<file path="config.mk">
export PLATFORM = sky130hd
export DESIGN_NAME = fdc_host_arbiter
export DESIGN_NICKNAME = d
export VERILOG_FILES = /design/src/rtl/fdc_host_pkg.sv /design/src/rtl/fdc_host_arbiter_rr_arb2.sv /design/src/rtl/fdc_host_arbiter.sv
export SDC_FILE = /design/constraint.sdc
export NUM_CORES = 1
export LEC_CHECK = 0
export ABC_AREA = 1
export BUFFER_PORTS_ARGS = -buffer_cell sky130_fd_sc_hd__buf_2
export CAP_MARGIN = 10
export CORE_MARGIN = 1.5
export CORE_UTILIZATION = 40
export CTS_BUF_LIST = sky130_fd_sc_hd__clkbuf_4 sky130_fd_sc_hd__clkbuf_8
export CTS_CLUSTER_SIZE = 10
export DETAILED_ROUTE_END_ITERATION = 6
export GPL_TIMING_DRIVEN = 0
export PLACE_DENSITY = 0.64
export SYNTH_ARGS = -nofsm -noshare
export SYNTH_HDL_FRONTEND = slang
export SYNTH_SLANG_ARGS = --single-unit
</file>
<file path="constraint.sdc">
create_clock -name clk -period 3 [get_ports clk]
set_input_delay 0.15 -clock clk [delete_from_list [all_inputs] [get_ports clk]]
set_output_delay 0.15 -clock clk [all_outputs]
set_load 0.005 [all_outputs]
</file>
<file path="src/rtl/fdc_host_pkg.sv">
// Shared definitions for the FDC host-channel arbiter: command fields,
// host_sr/host_cr bit positions, op encodings and the arbiter state enum.
package fdc_host_pkg;

    localparam int CMD_W       = 19;
    localparam int CMD_OP_LSB  = 17;
    localparam int CMD_DRIVE   = 16;
    localparam int CMD_HEAD    = 15;
    localparam int CMD_CYL_LSB = 8;
    localparam int CMD_SEC_LSB = 0;

    typedef enum logic [1:0] {
        OP_SEEK  = 2'b00,
        OP_READ  = 2'b01,
        OP_WRITE = 2'b10,
        OP_INV   = 2'b11
    } op_e;

    localparam int SR_ACK = 16;
    localparam int SR_RD0 = 17;
    localparam int SR_RD1 = 18;
    localparam int SR_WR0 = 20;
    localparam int SR_WR1 = 21;
    localparam int SR_SK0 = 24;
    localparam int SR_SK1 = 25;

    localparam int CR_DONE = 4;
    localparam int CR_ERR  = 3;

    // Every request bit lives in [25:17]; completion clears the whole range.
    localparam logic [31:0] SR_REQ_MASK = 32'h03FE_0000;
    localparam logic [31:0] SR_ACK_BIT  = 32'h0001_0000;

    typedef enum logic [2:0] {
        IDLE,
        ISSUE,
        WAIT_DONE,
        ACK,
        COMPLETE
    } state_e;

    function automatic logic [31:0] sr_req_bit(input op_e op, input logic drive);
        logic [31:0] m;
        m = '0;
        case (op)
            OP_SEEK:  m[drive ? SR_SK1 : SR_SK0] = 1'b1;
            OP_READ:  m[drive ? SR_RD1 : SR_RD0] = 1'b1;
            OP_WRITE: m[drive ? SR_WR1 : SR_WR0] = 1'b1;
            default:  m = '0;
        endcase
        return m;
    endfunction

endpackage

</file>
<file path="src/rtl/fdc_host_arbiter_rr_arb2.sv">
// Two-way round-robin pick: when both channels are pending, the one that
// was not served last wins; otherwise the lone pending channel is chosen.
module rr_arb2 (
    input  logic [1:0] pending,
    input  logic       rr,
    output logic       valid,
    output logic       pick
);

    always_comb begin
        valid = |pending;
        if (&pending) begin
            pick = ~rr;
        end else begin
            pick = pending[1];
        end
    end

endmodule

</file>
<file path="src/rtl/fdc_host_arbiter.sv">
// Shares the host disk-service channel between two sector requesters:
// latches requests, grants round-robin, runs the command/ack handshake.
module fdc_host_arbiter
    import fdc_host_pkg::*;
#(
    parameter int NREQ  = 2,
    parameter int TMO_W = 24
) (
    input  logic             clk,
    input  logic             rst_n,
    input  logic [NREQ-1:0]  req,
    input  logic [CMD_W-1:0] cmd0,
    input  logic [CMD_W-1:0] cmd1,
    output logic [NREQ-1:0]  busy,
    output logic [NREQ-1:0]  grant,
    output logic [NREQ-1:0]  done,
    output logic [NREQ-1:0]  err,
    output logic [31:0]      host_sr,
    input  logic [31:0]      host_cr
);

    // The increment that lands on all-ones is the one that times out.
    localparam logic [TMO_W-1:0] TMO_LAST = {{(TMO_W-1){1'b1}}, 1'b0};

    state_e           state;
    logic [NREQ-1:0]  pending;
    logic [CMD_W-1:0] cmd_q  [NREQ];
    logic [CMD_W-1:0] cmd_in [NREQ];
    logic             g;
    logic             rr;
    logic             result_err;
    logic [TMO_W-1:0] tmo_cnt;
    logic             arb_valid;
    logic             arb_pick;
    logic [CMD_W-1:0] cur_cmd;
    op_e              cur_op;
    logic             unused_cr;

    assign cmd_in[0] = cmd0;
    assign cmd_in[1] = cmd1;
    assign busy      = pending | grant;
    assign cur_cmd   = cmd_q[g];
    assign cur_op    = op_e'(cur_cmd[CMD_OP_LSB +: 2]);
    assign unused_cr = ^{host_cr[31:5], host_cr[2:0]};

    rr_arb2 u_rr_arb2 (
        .pending (pending),
        .rr      (rr),
        .valid   (arb_valid),
        .pick    (arb_pick)
    );

    always_ff @(posedge clk) begin
        if (!rst_n) begin
            state      <= IDLE;
            pending    <= '0;
            grant      <= '0;
            done       <= '0;
            err        <= '0;
            host_sr    <= '0;
            g          <= 1'b0;
            rr         <= 1'b0;
            result_err <= 1'b0;
            tmo_cnt    <= '0;
            for (int i = 0; i < NREQ; i++) begin
                cmd_q[i] <= '0;
            end
        end else begin
            done <= '0;
            err  <= '0;

            // A channel that is pending or granted ignores further strobes.
            for (int i = 0; i < NREQ; i++) begin
                if (req[i] && !busy[i]) begin
                    pending[i] <= 1'b1;
                    cmd_q[i]   <= cmd_in[i];
                end
            end

            case (state)
                IDLE: begin
                    if (arb_valid && !host_cr[CR_DONE]) begin
                        g     <= arb_pick;
                        grant <= arb_pick ? 2'b10 : 2'b01;
                        state <= ISSUE;
                    end
                end
                ISSUE: begin
                    if (cur_op == OP_INV) begin
                        err[g] <= 1'b1;
                        state  <= COMPLETE;
                    end else begin
                        host_sr <= sr_req_bit(cur_op, cur_cmd[CMD_DRIVE])
                                 | {16'h0000, cur_cmd[CMD_HEAD:CMD_SEC_LSB]};
                        tmo_cnt <= '0;
                        state   <= WAIT_DONE;
                    end
                end
                WAIT_DONE: begin
                    tmo_cnt <= tmo_cnt + 1'b1;
                    if (host_cr[CR_DONE]) begin
                        host_sr    <= (host_sr & ~SR_REQ_MASK) | SR_ACK_BIT;
                        result_err <= host_cr[CR_ERR];
                        state      <= ACK;
                    end else if (tmo_cnt == TMO_LAST) begin
                        host_sr <= host_sr & ~SR_REQ_MASK;
                        err[g]  <= 1'b1;
                        state   <= COMPLETE;
                    end
                end
                ACK: begin
                    if (!host_cr[CR_DONE]) begin
                        host_sr[SR_ACK] <= 1'b0;
                        if (result_err) begin
                            err[g] <= 1'b1;
                        end else begin
                            done[g] <= 1'b1;
                        end
                        state <= COMPLETE;
                    end
                end
                COMPLETE: begin
                    pending[g] <= 1'b0;
                    grant      <= '0;
                    rr         <= g;
                    state      <= IDLE;
                end
                default: state <= IDLE;
            endcase
        end
    end

endmodule

</file>
==> results of run 1 <==
critical path, stage by stage:
cell and delay, ps:
buf_2 120, clkbuf_1 340, clkbuf_1 450, nand2_1 650
cell families (layout without fill, tap and decap cells):
group,count (synthesis),count (layout),synth area share (%)
multiplexers,16,16,3.497
AO/OA/AOI/OAI,85,85,9.645
buffers and inverters,113,205,10.85
flip-flops,100,100,52.02
other,1,9,0.08189
XOR/XNOR,2,2,0.3826
AND/OR/NAND/NOR,254,254,22.98
adder cells (fa/ha/maj),2,2,0.5464
Yosys cell counts, drive strengths merged:
cell	number
nor2	109
nand2	99
inv	83
dfxtp	62
a21oi	41
o21ai	39
edfxtp	38
nand3	28
buf	22
mux2i	16
nor3	9
clkbuf	6
nand4	5
a211oi	2
clkinv	2
ha	2
nor3b	2
o21a	2
or2	2
xnor2	2
a22oi	1
conb	1
registers in the layout, indices dropped and copies added (netlist names), named ones only:
signal / flops
err: 2
result_err: 1
host_sr: 23
done: 2
state: 3
grant: 2
g: 1
cmd_q: 38
pending: 2
tmo_cnt: 24
rr: 1
through the flow:
step                      worst slack, ps  std cells  hold slack, ps  setup TNS, ps
after global placement             -208.3        795           378.7          -3937
after CTS                            1134        813           44.69              0
after global routing                955.2        813           68.98              0
after detailed placement            728.5        796           384.7              0
final                                1198        813           54.09              0
after floorplan                     594.4        581           284.9              0
layout make-up:
type / instances / share of cell area, %
flip-flops and latches: 100 / 44.22
well taps: 140 / 3.251
plain buffers: 28 / 3.298
clock buffers: 9 / 2.299
repair buffers: 76 / 7.339
multi-input cells: 368 / 32.19
inverters: 85 / 5.922
clock inverters: 7 / 1.486
routing by layer:
metal,track usage (%),wire length (um),vias to the layer above
met1,23.09,4597,1715
met3,2.881,620,17
li1,-,-,2002
met5,0,0,-
met2,29.81,4681,124
met4,8.627,230,0
how the worst min path moves through the flow:
stage                     slack [ps]       start           to  cells past startpoint
after floorplan                  280  host_cr[3]   result_err                      2
after global placement           380  host_cr[3]   result_err                      3
after detailed placement         380  host_cr[3]   result_err                      3
after CTS                         40     cmd1[2]  cmd_q[1][2]                      3
after global routing              70     cmd1[8]  cmd_q[1][8]                      3
final                             50     cmd1[2]  cmd_q[1][2]                      3
where the power goes:
group	switching [W]	internal, W
sequential	0.000129	0.00167
combinational	0.000698	0.000439
clock	0.000507	0.000397
total	0.00133	0.00251
what timing repair did:
action,in CTS,in global routing
endpoints found under the setup margin,0,0
hold buffers,1,0
hold endpoints to repair,1,0
==> results_dict.tcl, run 1 <==
set metrics [dict create \
    worstSetupPathType "in -> reg" \
    clkLatencyLatePin_ps 380 \
    rr_startpoint "pending[1]" \
    reg2reg_slack_ps 1220 \
    drtPass1Iterations 6 \
    fill_cells 1072 \
    initial_core_util_pct 41.70 \
    grt_first_pass_wirelength_um 16740 \
    cp-endpoint "cmd_q[0][9]" \
    dp_hpwl_um 7424 \
    finalMaxSlewViolations 0 \
    rsz0062_at_grt "false" \
    finalHoldViolations 0 \
    skew_ps 12.55 \
    required_ps 2930 \
    regToRegEndpoint "cmd_q[1][3]" \
    ir_worst_vdd_v 0.0003362 \
    powerDensity_nw_per_um2 713.7 \
    cts_setup_buffers 0 \
    grt_use_total_pct 18.05 \
    ioPinCount 114 \
    antenna_found_initial 0 \
    cts.repair.resized 0 \
    status "finished clean" \
    yosysTopAreaCell "dfxtp_1" \
    syn_area_sq_um 4579 \
    cp-start-kind "primary input" \
    cts_tree "built" \
    port_buffers 74 \
    cts_root_buf "clkbuf_8" \
    crit_start "rst_n" \
    fin_area_sq_um 5388 \
    wl_um 10130 \
    fin_crit_ps 1802 \
    setup_violations 0 \
    synth-seq-cells 100 \
    layout.nets 744 \
    fin_util_pct 49.05 \
    synth_area_leaders "dfxtp_1, edfxtp_1, nor2_1, nand2_1, inv_1" \
    hp-class "in -> reg" \
    viasPerCell 4.745 \
    maxCapViolations 0 \
    ant_nets 0 \
    ys_types 33 \
    synth_top_cell_area_share_pct 27.10 \
    rows 38 \
    avgSynthCellArea_sq_um 7.992 \
    crit_arrival_ps 1730 \
    insertedDiodeCount 0 \
    final_common_cell "nor2_1" \
    slew_headroom_pct 40.89 \
    reg2regPathDepth 6 \
    first_iter_violations 204 \
    cts_buffers 9 \
    multi_input_area_sq_um 1734 \
    clkTransAtPathRegs_ps 110 \
    min_period_over_period_pct 60.07 \
    layout.area.seq_sq_um 2382 \
    seq_area_frac_synth_pct 52.02 \
    layout_common_cells "nor2_1, nand2_1, inv_1, buf_2, dfxtp_1" \
    yosysWarnings 0 \
    remaining_drc_errors 0 \
    cts_sinks 100 \
    routedWlPerCell_um 12.46 \
    synthCells 573 \
    routed-via-count 3858 \
    overflow 0 \
    clockBufferDepth 2 \
    fmax_ghz 0.5549 \
    grt_max_degree 20 \
    grt_pass1_vias 3618 \
    die_area_sq_um 12100 \
    syn_to_final_growth_pct 17.65 \
    fp.dieW_um 110.0 \
    drive_gt1_share_pct 18.42 \
    tightest_slew_ps 884.5 \
    gp_congestion 0.8391 \
    cts-htree-levels 3 \
    core_sq_um 10980 \
    placed_area_sq_um 5174 \
    p_leak_nw 2.431 \
    power_w 0.003845 \
    crit_fanout 19 \
    cp-end-kind "flip-flop" \
    die_y_um 110.0 \
]
Power figures use the tool's default switching activity.
==> run 2, diff against run 1 <==
--- a/config.mk
+++ b/config.mk
@@ -14,7 +14,7 @@
 export CTS_CLUSTER_SIZE = 10
 export DETAILED_ROUTE_END_ITERATION = 6
 export GPL_TIMING_DRIVEN = 0
-export PLACE_DENSITY = 0.64
+export PLACE_DENSITY = 0.66
 export SYNTH_ARGS = -nofsm -noshare
 export SYNTH_HDL_FRONTEND = slang
 export SYNTH_SLANG_ARGS = --single-unit
==> constraint.sdc (replaced) <==
create_clock -name clk -period 1.45 [get_ports clk]
set_input_delay 0.0725 -clock clk [delete_from_list [all_inputs] [get_ports clk]]
set_output_delay 0.0725 -clock clk [all_outputs]
set_load 0.005 [all_outputs]
==> run 2 against run 1 <==
Effect of this change:
- clock skew is 6.5 ps lower
- sequential share of layout area shrank 4.1 points
- via count up 7.0%
- routed wire length rose by 11%
- setup slack worse by 1200 ps
- cell count up 4.9%
- critical path depth is 8 higher
- die area stayed put
==> results_dict.tcl, run 2 (synthesis gave the netlist of run 1 again) <==
set metrics [dict create \
    routed-via-count 4128 \
    ant_nets 0 \
    setup_violations 0 \
    core_sq_um 10980 \
    min_period_over_period_pct 97.85 \
    insertedDiodeCount 0 \
    viasPerCell 4.839 \
    crit_start "tmo_cnt[0]" \
    syn_to_final_growth_pct 32.19 \
    grt_max_degree 20 \
    cts_buffers 9 \
    slew_headroom_pct 55.98 \
    dr_wl_met2_um 5531 \
    p_switching_w 0.003018 \
    fp.dieW_um 110.0 \
    clkPwrFrac_pct 20.3 \
    grt_first_pass_wirelength_um 17550 \
    reg_top3 "cmd_q: 38 flops, tmo_cnt: 24 flops, host_sr: 23 flops" \
    max_flop_register "cmd_q" \
    regToRegEndpoint "state[1]" \
    finalHoldViolations 0 \
    reg2reg_slack_ps 30 \
    port_buffers 74 \
    rsz0062_at_grt "true" \
    wl_um 11200 \
    clkLatencyLatePin_ps 370 \
    ioPinCount 114 \
    remaining_drc_errors 0 \
    fmax_ghz 0.7048 \
    combPwrFrac_pct 34.7 \
    drt-met1-wl_um 4875 \
    largest_reg_flops 38 \
    die_area_sq_um 12100 \
    antenna_found_initial 0 \
    intPower_w 0.005394 \
    layout.nets 784 \
    power_w 0.008412 \
    grt_use_total_pct 18.78 \
    reg2regPathDepth 12 \
    cts_root_buf "clkbuf_8" \
    gp_congestion 0.9020 \
    cts_sinks 100 \
    powerDensity_nw_per_um2 1390 \
    rows 38 \
    grt_pass1_vias 3856 \
    cp-endpoint "state[1]" \
    crit_arrival_ps 1700 \
    rr_startpoint "tmo_cnt[0]" \
    fin_util_pct 55.12 \
    routedWlPerCell_um 13.13 \
    die_y_um 110.0 \
    p_leak_nw 2.705 \
    top_layer "met4" \
    fin_crit_ps 1419 \
    drtPass1Iterations 7 \
    fin_area_sq_um 6053 \
    ir_worst_vdd_v 0.0006972 \
    met3WireLength_um 614 \
    status "finished clean" \
    switching_share_pct 35.88 \
    hp-class "in -> reg" \
    overflow 0 \
    whs_path_depth 3 \
    drive_gt1_share_pct 29.73 \
    cts-htree-levels 3 \
    sequentialPowerShare_pct 45.0 \
    placed_area_sq_um 5166 \
    clockBufferDepth 2 \
    required_ps 1730 \
    dp_hpwl_um 7247 \
    layout_common_cells "nor2_1, nand2_1, buf_2, inv_1, dfxtp_1" \
    skew_ps 6.087 \
    finalMaxSlewViolations 0 \
    cts_tree "built" \
    initial_core_util_pct 41.70 \
    tightest_slew_ps 660.3 \
    clkTransAtPathRegs_ps 100 \
    cp-end-kind "flip-flop" \
    cp-start-kind "flip-flop" \
    final_common_cell "nor2_1" \
    worstSetupPathType "reg -> reg" \
    crit_fanout 5 \
    maxCapViolations 0 \
    first_iter_violations 226 \
    fin_setup_tns_ps 0 \
]
-- run 2: routing by layer --
layer | global-route usage, % | up-vias
met1 | 24.32 | 1902
met2 | 31.63 | 135
met3 | 3.586 | 17
met4 | 6.122 | 0
met5 | 0 | -
li1 | - | 2074
-- run 2: what timing repair did --
action / 4_1_cts / 5_1_grt
endpoints found under the hold margin: 19 / 0
pin swaps: 6 / 14
endpoints found under the setup margin: 116 / 80
hold buffers: 19 / 0
resized for setup: 51 / 60
gates cloned: 1 / 1
buffers inserted: 14 / 7
-- run 2: worst min-delay path by stage --
stage | start | to | slack, ps
6_report | cmd1[2] | cmd_q[1][2] | 5
5_1_grt | cmd1[2] | cmd_q[1][2] | 2
4_1_cts | cmd1[2] | cmd_q[1][2] | 1
3_5_place_dp | host_cr[3] | result_err | 330
3_3_place_gp | host_cr[3] | result_err | 300
2_1_floorplan | host_cr[3] | result_err | 210
-- run 2: worst max-delay path: stages (launching register included) --
cell	delay, ps
dfxtp_4	380
inv_2	50
ha_1	130
inv_1	30
nor2_1	70
nand2_1	60
nor2_1	100
nand2_2	90
nand2_4	100
buf_6	130
nand4_1	70
nand2_1	70
inv_1	40
-- run 2: final cells by class --
cell class / instances / area (sq um)
plain buffers: 28 / 227.7
clock buffers: 9 / 123.9
clock inverters: 7 / 60.06
fillers: 977 / 4930
inverters: 85 / 336.6
multi-input cells: 368 / 1953
flip-flops and latches: 100 / 2426
well taps: 140 / 175.2
repair buffers: 115 / 745.7
repair inverters: 1 / 5.005
-- run 2: stage by stage --
step	instances	setup WS, ps	hold WS [ps]
CTS	845	-0.04718	1.385
global route	853	-67.94	1.540
detailed placement	795	-833.9	325.6
finish	853	31.18	5.012
floorplan	581	-14.17	207.4
global placement	795	-766.5	300.9
-- run 2: power by group through the flow --
| stage | registers (W) | logic, W | clock network (W) |
|---|---|---|---|
| floorplan | 0.00377 | 0.00154 | 0 |
| global placement | 0.00379 | 0.00229 | 0 |
| detailed placement | 0.00379 | 0.00234 | 0 |
| CTS | 0.00375 | 0.00267 | 0.00172 |
| global route | 0.00383 | 0.00323 | 0.00184 |
| finish | 0.00378 | 0.00292 | 0.00171 |
